<file path="config.mk">
export PLATFORM = sky130hd
export DESIGN_NAME = speed_ramp_ctrl_flat
export DESIGN_NICKNAME = d
export VERILOG_FILES = /design/src/rtl/speed_ramp_ctrl_if.sv /design/src/rtl/speed_ramp_ctrl.sv /design/src/flat_wrapper.sv
export SDC_FILE = /design/constraint.sdc
export NUM_CORES = 1
export LEC_CHECK = 0
export ABC_AREA = 1
export CORE_ASPECT_RATIO = 2
export CORE_MARGIN = 3
export CORE_UTILIZATION = 58
export CTS_CLUSTER_DIAMETER = 120
export CTS_CLUSTER_SIZE = 24
export DETAILED_ROUTE_END_ITERATION = 10
export PLACE_DENSITY = 0.77
export SLEW_MARGIN = 20
export SYNTH_ARGS = -nofsm -noshare
export SYNTH_HDL_FRONTEND = slang
export SYNTH_SLANG_ARGS = --single-unit
</file>
<file path="constraint.sdc">
create_clock -name clk -period 7.6 [get_ports clk]
set_input_delay 1.9 -clock clk [delete_from_list [all_inputs] [get_ports clk]]
set_output_delay 1.9 -clock clk [all_outputs]
set_load 0.01 [all_outputs]
</file>
<file path="src/rtl/speed_ramp_ctrl_if.sv">
// Command/status bundle for speed_ramp_ctrl: per-channel speed commands in,
// ramped speeds, directions and settle flags out.
interface speed_ramp_ctrl_if #(
  parameter int unsigned WIDTH    = 32,
  parameter int unsigned CHANNELS = 2
);
  logic [3*CHANNELS-1:0]     bin_speed;
  logic                      cmd_valid;
  logic                      estop;
  logic [WIDTH*CHANNELS-1:0] real_speed;
  logic [CHANNELS-1:0]       direction;
  logic [CHANNELS-1:0]       at_target;
  logic                      busy;

  modport master (
    output bin_speed, cmd_valid, estop,
    input  real_speed, direction, at_target, busy
  );

  modport slave (
    input  bin_speed, cmd_valid, estop,
    output real_speed, direction, at_target, busy
  );
endinterface

</file>
<file path="src/rtl/speed_ramp_ctrl.sv">
// Multi-channel wheel-speed decoder with per-tick acceleration limiting and
// ramp-through-zero reversal. Define SPEED_RAMP_ESTOP_EN to enable emergency stop.
module speed_ramp_ctrl #(
  parameter int unsigned WIDTH     = 32,
  parameter int unsigned CHANNELS  = 2,
  parameter int unsigned MAX_SPEED = 1000,
  parameter int unsigned STEP      = 10,
  parameter int unsigned TICK_DIV  = 1000
) (
  input logic              clk,
  input logic              rst_n,
  speed_ramp_ctrl_if.slave bus
);

  typedef enum logic [1:0] {HOLD, RAMP_UP, RAMP_DOWN, REVERSE} ramp_state_e;

  localparam int unsigned    CW     = (TICK_DIV > 1) ? $clog2(TICK_DIV) : 1;
  localparam logic [WIDTH-1:0] LVL1 = WIDTH'(MAX_SPEED / 3);
  localparam logic [WIDTH-1:0] LVL2 = WIDTH'(MAX_SPEED / 2);
  localparam logic [WIDTH-1:0] LVL3 = WIDTH'(MAX_SPEED);
  localparam logic [WIDTH-1:0] STEP_N = WIDTH'(STEP);
  localparam logic [WIDTH:0]   STEP_W = (WIDTH+1)'(STEP);

`ifdef SPEED_RAMP_ESTOP_EN
  logic estop_on;
  assign estop_on = bus.estop;
`else
  localparam logic estop_on = 1'b0;
`endif

  logic [CW-1:0] cnt_q;
  logic          tick;

  logic [WIDTH-1:0] spd_q [CHANNELS];
  logic [WIDTH-1:0] spd_n [CHANNELS];
  logic [WIDTH-1:0] tgt_q [CHANNELS];
  logic [WIDTH-1:0] tgt_n [CHANNELS];
  ramp_state_e      st_q  [CHANNELS];
  ramp_state_e      st_n  [CHANNELS];
  logic [CHANNELS-1:0] tdir_q, tdir_n;
  logic [CHANNELS-1:0] dir_q, dir_n;
  logic [CHANNELS-1:0] at_q, at_n;
  logic                busy_q, busy_n;

  function automatic logic [WIDTH-1:0] lvl_speed(input logic [1:0] lvl);
    case (lvl)
      2'd0:    return '0;
      2'd1:    return LVL1;
      2'd2:    return LVL2;
      default: return LVL3;
    endcase
  endfunction

  // Comparisons are made one bit wider so neither step direction can wrap.
  function automatic logic [WIDTH-1:0] step_speed(input ramp_state_e st,
                                                  input logic [WIDTH-1:0] spd,
                                                  input logic [WIDTH-1:0] tgt);
    case (st)
      RAMP_UP:   return (({1'b0, spd} + STEP_W) > {1'b0, tgt}) ? tgt : spd + STEP_N;
      RAMP_DOWN: return ({1'b0, spd} >= ({1'b0, tgt} + STEP_W)) ? spd - STEP_N : tgt;
      REVERSE:   return ({1'b0, spd} > STEP_W) ? spd - STEP_N : '0;
      default:   return spd;
    endcase
  endfunction

  function automatic ramp_state_e classify(input logic [WIDTH-1:0] spd,
                                           input logic [WIDTH-1:0] tgt,
                                           input logic dir,
                                           input logic tdir);
    if (dir != tdir && spd != '0) return REVERSE;
    if (spd < tgt)                return RAMP_UP;
    if (spd > tgt)                return RAMP_DOWN;
    return HOLD;
  endfunction

  assign tick = (cnt_q == CW'(TICK_DIV - 1));

  always_ff @(posedge clk or negedge rst_n) begin
    if (!rst_n) cnt_q <= '0;
    else        cnt_q <= tick ? '0 : cnt_q + CW'(1);
  end

  // The step on an edge always uses the registered target and state; a
  // command on the same edge only takes effect from the following tick.
  always_comb begin
    tdir_n = tdir_q;
    dir_n  = dir_q;
    at_n   = '1;
    for (int unsigned i = 0; i < CHANNELS; i++) begin
      spd_n[i] = spd_q[i];
      tgt_n[i] = tgt_q[i];
      st_n[i]  = st_q[i];
      if (estop_on) begin
        spd_n[i] = '0;
        tgt_n[i] = '0;
        st_n[i]  = HOLD;
      end else begin
        if (tick) spd_n[i] = step_speed(st_q[i], spd_q[i], tgt_q[i]);
        if (bus.cmd_valid) begin
          tgt_n[i]  = lvl_speed(bus.bin_speed[3*i +: 2]);
          tdir_n[i] = bus.bin_speed[3*i + 2];
        end
        // Direction only ever changes at standstill: a command at zero or
        // the edge on which a reversal reaches zero.
        if (spd_n[i] == '0 && (bus.cmd_valid || (tick && st_q[i] == REVERSE)))
          dir_n[i] = tdir_n[i];
        st_n[i] = classify(spd_n[i], tgt_n[i], dir_n[i], tdir_n[i]);
      end
      at_n[i] = (st_n[i] == HOLD);
    end
  end

  assign busy_n = ~&at_n;

  always_ff @(posedge clk or negedge rst_n) begin
    if (!rst_n) begin
      for (int unsigned i = 0; i < CHANNELS; i++) begin
        spd_q[i] <= '0;
        tgt_q[i] <= '0;
        st_q[i]  <= HOLD;
      end
      tdir_q <= '0;
      dir_q  <= '0;
      at_q   <= '1;
      busy_q <= 1'b0;
    end else begin
      for (int unsigned i = 0; i < CHANNELS; i++) begin
        spd_q[i] <= spd_n[i];
        tgt_q[i] <= tgt_n[i];
        st_q[i]  <= st_n[i];
      end
      tdir_q <= tdir_n;
      dir_q  <= dir_n;
      at_q   <= at_n;
      busy_q <= busy_n;
    end
  end

  for (genvar g = 0; g < CHANNELS; g++) begin : g_out
    assign bus.real_speed[WIDTH*g +: WIDTH] = spd_q[g];
  end
  assign bus.direction = dir_q;
  assign bus.at_target = at_q;
  assign bus.busy      = busy_q;

endmodule

</file>
<file path="src/flat_wrapper.sv">
// flat-port wrapper written by rule: the top's interface ports become plain ports
module speed_ramp_ctrl_flat 
#(
  parameter int unsigned WIDTH     = 32,
  parameter int unsigned CHANNELS  = 2,
  parameter int unsigned MAX_SPEED = 1000,
  parameter int unsigned STEP      = 10,
  parameter int unsigned TICK_DIV  = 1000
)
  (clk, rst_n, bus_bin_speed, bus_cmd_valid, bus_estop, bus_real_speed, bus_direction, bus_at_target, bus_busy);
  speed_ramp_ctrl_if #(.WIDTH(WIDTH), .CHANNELS(CHANNELS)) bus_i ();
  input logic clk;
  input logic rst_n;
  input wire logic [$bits(bus_i.bin_speed)-1:0] bus_bin_speed;
  input wire logic [$bits(bus_i.cmd_valid)-1:0] bus_cmd_valid;
  input wire logic [$bits(bus_i.estop)-1:0] bus_estop;
  output wire logic [$bits(bus_i.real_speed)-1:0] bus_real_speed;
  output wire logic [$bits(bus_i.direction)-1:0] bus_direction;
  output wire logic [$bits(bus_i.at_target)-1:0] bus_at_target;
  output wire logic [$bits(bus_i.busy)-1:0] bus_busy;
  assign bus_i.bin_speed = bus_bin_speed;
  assign bus_i.cmd_valid = bus_cmd_valid;
  assign bus_i.estop = bus_estop;
  assign bus_real_speed = bus_i.real_speed;
  assign bus_direction = bus_i.direction;
  assign bus_at_target = bus_i.at_target;
  assign bus_busy = bus_i.busy;
  speed_ramp_ctrl #(.WIDTH(WIDTH), .CHANNELS(CHANNELS), .MAX_SPEED(MAX_SPEED), .STEP(STEP), .TICK_DIV(TICK_DIV)) u_core (.clk(clk), .rst_n(rst_n), .bus(bus_i));
endmodule
</file>
; Yosys cells after proc, flatten, opt, wreduce, memory -nomap -nowiden
; Cells that the tools add are included.
[classes]
eq_ne = 13
n_reduce_logical = 18
muxes = 43
n_addsub = 9
magnitude_cmp = 10
[op_table]
columns = operator, count
row1 = $mux 32, 10
row2 = $pmux 32 s3, 2
row3 = $add 32x4->33 const B, 4
row4 = $ge 32x33->1, 2
row5 = $gt 33x32->1, 2
row6 = $add 32x4->32 const B, 2
row7 = $gt 32x32->1, 2
row8 = $gt 32x4->1 const B, 2
row9 = $logic_not 32->1, 2
row10 = $lt 32x32->1, 2
row11 = $reduce_bool 32->1, 2
row12 = $sub 32x4->32 const B, 2
row13 = $pmux 10 s3, 2
row14 = $mux 2, 12
row15 = $mux 1, 16
row16 = $eq 2x2->1 const B, 6
row17 = $add 10x1->10 const B, 1
row18 = $eq 10x10->1 const B, 1
row19 = $mux 10, 1
row20 = $eq 2x1->1 const B, 4
row21 = $logic_not 2->1, 4
row22 = $logic_and 1x1->1, 6
row23 = $logic_or 1x1->1, 2
row24 = $ne 1x1->1, 2
row25 = other kinds (2), 2
[totals]
regBits = 149
output_inout_bits = 69
input_bits = 10

; Longest topological paths before layout
[depth]
word_depth = 20
ltp_mapped = 47
ltp_nobuf = 46

; Worst setup path before layout
; OpenSTA, ideal clock, no wires.
[synth_path]
path_kind = flip-flop to flip-flop
start = register u_core.tgt_q[35] in the netlist's numbering
end = register u_core.busy_q (netlist: u_core.bus.busy)
setup_slack_ps = 2315
path_buffers = 1
arrival_ps = 5153
setup_time_ps = 132
path_stages_with_launch = 47
cell_sequence = dfrtp_1 -> inv_2 -> nand2_1 -> nand2_1 -> nor3_1 -> inv_1 -> nor2_1 -> inv_1 -> nor4_1 -> nand2_1 -> nor3_1 -> nand2_1 -> nor3_1 -> nand2_1 -> nor2_1 -> nand3_1 -> xor2_1 -> ha_1 -> [... 11 more ...] -> buf_8 -> nor2_1 -> nor2_1 -> nand2_1 -> nand2_1 -> inv_1 -> ha_1 -> a21oi_1 -> o21ai_0 -> a21o_1 -> a21oi_1 -> o21ai_0 -> a21oi_1 -> nand2_1 -> o31ai_1 -> inv_1 -> nor2_4 -> nand4_1
[synth_lines]
columns = element, line_no
row1 = "start, declared", speed_ramp_ctrl.sv:36  ; logic [WIDTH-1:0] tgt_q [CHANNELS];
row2 = "start signal, assigned by index", speed_ramp_ctrl.sv:129  ; tgt_q[i] <= tgt_n[i];
row3 = "end signal, assigned", speed_ramp_ctrl.sv:135  ; busy_q <= busy_n;
row4 = "end, declared", speed_ramp_ctrl.sv:43  ; logic busy_q, busy_n;

==> metrics.csv <==
stage,metric,value,unit
run_status,status,completed,
critical_path,crit_top_cell,nand2_1,
detailed_routing,avgViaCountPerCell,6.14,
cts,cts_hold_buf,0,
cts,cts_made_buffers,17,
synth,synth_cell_type_count,62,
flow_run,maxCapViolCount,0,
power_and_ir_drop,swShare,0.283,
finish,final_layout_size_suffix_gt1_frac,0.0779,
global_routing,grt_max_degree,92,
detailed_routing,drt_iter0_drc,1717,
hold_path,hold_path.class,reg2reg,
cts,clkTransAtPathRegs,80,ps
finish,fin_area,19500,um2
detailed_routing,drt_first_pass_iters,6,
cts,cts_tree,yes,
synth,yosysTopAreaCellShare,0.212,
finish,num-nets-final,3000,
sta,skew,15.8,ps
detailed_routing,routedWlPerCell,23.1,um
cts,cts_sinks,149,
synth,yosysWarningCount,0,
synth,yosys_register_bits,149,
synth,synth_cells,2676,
power_and_ir_drop,cellPowerDensity,99.5,nW/um2
sta,finalCriticalPeriod,7110,ps
global_routing,grt-ovfl-total,0,
die,die-width,128,um
synth,synth-edff-count,0,
synth,synth_most_common_cell,nand2_1,
placement,gp_congestion,1.12,
synth,netlist_area,17400,um2
synth,avgSynthCellArea,6.49,um2
sta,tns,0,ps
sta,slew_violations,0,
die,pin_count,79,
detailed_routing,vias,19400,
global_routing,track_usage,0.459,
detailed_routing,ant_nets,0,
die,die_y,251,um
synth,netlist_top_cells_count,"nand2_1 (635), inv_1 (454), nor2_1 (316)",
die,core.rowCount,89,
synth,yosys.area.top_type,dfrtp_1,
global_routing,grt_pass1_vias,19500,
die,die-area,32200,um2
finish,n_fill_cell,2786,
finish,layout.cells.non_filler,3165,
critical_path,critPathMaxStageDelay,490,ps
placement,dp_hpwl,57100,um
die,core,29500,um2
sta,holdWs,482,ps
finish,seqCellArea,3730,um2
sta,worst_pin_slew,1080,ps
critical_path,cp.arrival,7460,ps
cts,clockBufferDepth,2,
die,start_util,0.588,
power_and_ir_drop,seq_power_share,0.422,
critical_path,crit_fanout,7,
power_and_ir_drop,p_int,1.39,mW
power_and_ir_drop,report.power.total,1.94,mW
power_and_ir_drop,p_leak,11.0,nW
sta,slew_headroom,0.277,
global_routing,antenna_found_initial,2,
power_and_ir_drop,p_switching,0.549,mW
synth,synthFlopType,dfrtp_1,
sta,rsz0062_at_grt,false,
synth,syn_nets,2890,
detailed_routing,drt-total-wl,73100,um
power_and_ir_drop,power_frac_comb,0.089,
critical_path,critical-path-slowest-cell,dfrtp_1,
placement,dp.cells,3130,
power_and_ir_drop,clkPwrFrac,0.489,
detailed_routing,drc,0,
synth,async_flop_share,1.00,
sta,period_share,0.936,
global_routing,grt_pass1_wl,110000,um
critical_path,start_kind,flip-flop,
finish,area_growth,12.2,%
cts,ctsRootBufferMaster,clkbuf_16,
finish,multiInputGateArea,11500,um2
placement,place_ws,506,ps
sta,fmax,141,MHz
critical_path,critPathCaptureType,flip-flop,
sta,setup_viol,0,
synth,ys_seq_area_frac,0.215,
sta,hold_viol,0,
sta,worst_slack,487,ps
cts,clk_latency,470,ps
critical_path,crit_required,7950,ps
placement,place.port_buffers,77,
placement,dpl_cell_area,18800,um2
cts,htreeDepth,4,
finish,final_util,0.660,
critical_path,path_class,reg2reg,
synth,synth.area.top_cells,"dfrtp_1 (21%), ha_1 (15%), nand2_1 (14%)",
power_and_ir_drop,ir_drop,0.167,mV
## cell usage in the layout (no fill, tap or decap), types with 4 or more instances in the layout
master and instances:
a211oi_1 6, a21o_1 7, a21oi_1 110, buf_4 74, clkbuf_16 17, clkdlybuf4s50_1 75
clkinv_4 4, dfrtp_1 147, ha_1 204, inv_1 454, inv_2 15, inv_6 6
nand2_1 635, nand2_2 17, nand2_4 5, nand3_1 152, nand3_2 6, nand3b_1 7
nand4_1 74, nor2_1 313, nor2_2 24, nor2_4 5, nor3_1 56, nor3_2 7
nor4_1 16, o2111ai_1 9, o211ai_1 9, o21ai_0 88, o21ai_1 23, o21bai_1 9
o221ai_1 5, o22ai_1 13, or2_2 11, xor2_1 145
## path summary, 6_finish.rpt
path	startpoint	endpoint	slack [ps]	cells after the start
max in group asynchronous	rst_n	u_core.bus.real_speed[6]	4660	2
max	u_core.tgt_q[2]	u_core.st_q[1]	490	40
min	u_core.cnt_q[0]	u_core.cnt_q[0]	480	1
min in group asynchronous	rst_n	u_core.bus.real_speed[17]	1520	1
max reg2reg	u_core.tgt_q[2]	u_core.st_q[1]	490	40
min reg2reg	u_core.cnt_q[0]	u_core.cnt_q[0]	480	1
## power by group through the flow
stage	Combinational, mW	Sequential (mW)	Clock, mW
5_1_grt	0.190	0.818	0.978
2_1_floorplan	0.0960	0.829	0
3_5_place_dp	0.167	0.832	0
6_report	0.173	0.818	0.947
3_3_place_gp	0.162	0.831	0
4_1_cts	0.168	0.817	0.948
## worst max-delay path, delay by kind of cell (launching register included)
family | cells | cell delay (ps)
AO/OA/AOI/OAI | 4 | 680
XOR/XNOR | 1 | 180
AND/OR/NAND/NOR | 23 | 3560
adder cells (fa/ha/maj) | 3 | 800
buffers and inverters | 9 | 1260
flip-flops | 1 | 490
## area by class of cell
| type | instances | share of cell area |
|---|---|---|
| diodes | 2 | 0.000257 |
| clock buffers | 18 | 0.0225 |
| clock inverters | 14 | 0.00970 |
| inverters | 471 | 0.0908 |
| multi-input cells | 1995 | 0.593 |
| flip-flops and latches | 149 | 0.192 |
| well taps | 364 | 0.0234 |
| repair buffers | 152 | 0.0689 |
## layer usage
metal  track usage  vias to the layer above  wire length [um]
met5             0                        -                13
met4         0.526                        2             10900
met3         0.122                      571              5000
met2         0.794                     1121             36500
met1         0.379                     8906             20700
li1              -                     8824                 -
## repair_timing
action | in CTS | in global routing
setup endpoints to repair | 0 | 5
resized for setup | 0 | 9
setup buffers | 0 | 1
## cell families (layout without fill, tap and decap cells)
| logic type | count (synthesis) | after routing | share of synthesized area |
|---|---|---|---|
| mux | 1 | 1 | 0.000649 |
| compound gates | 299 | 299 | 0.0985 |
| buf+inv | 532 | 655 | 0.122 |
| flops | 149 | 149 | 0.215 |
| fa+ha+maj | 204 | 204 | 0.147 |
| other cells | 0 | 2 | 0 |
| simple gates | 1345 | 1345 | 0.343 |
| xor+xnor | 146 | 146 | 0.0737 |
## registers in the layout (all words and copies together), names as in the netlist
name	cells
u_core.bus.at_target	2
u_core.bus.busy	1
u_core.bus.direction	2
u_core.bus.real_speed	64
u_core.cnt_q	10
u_core.st_q	4
u_core.tdir_q	2
u_core.tgt_q	64
Power figures use the tool's default switching activity.
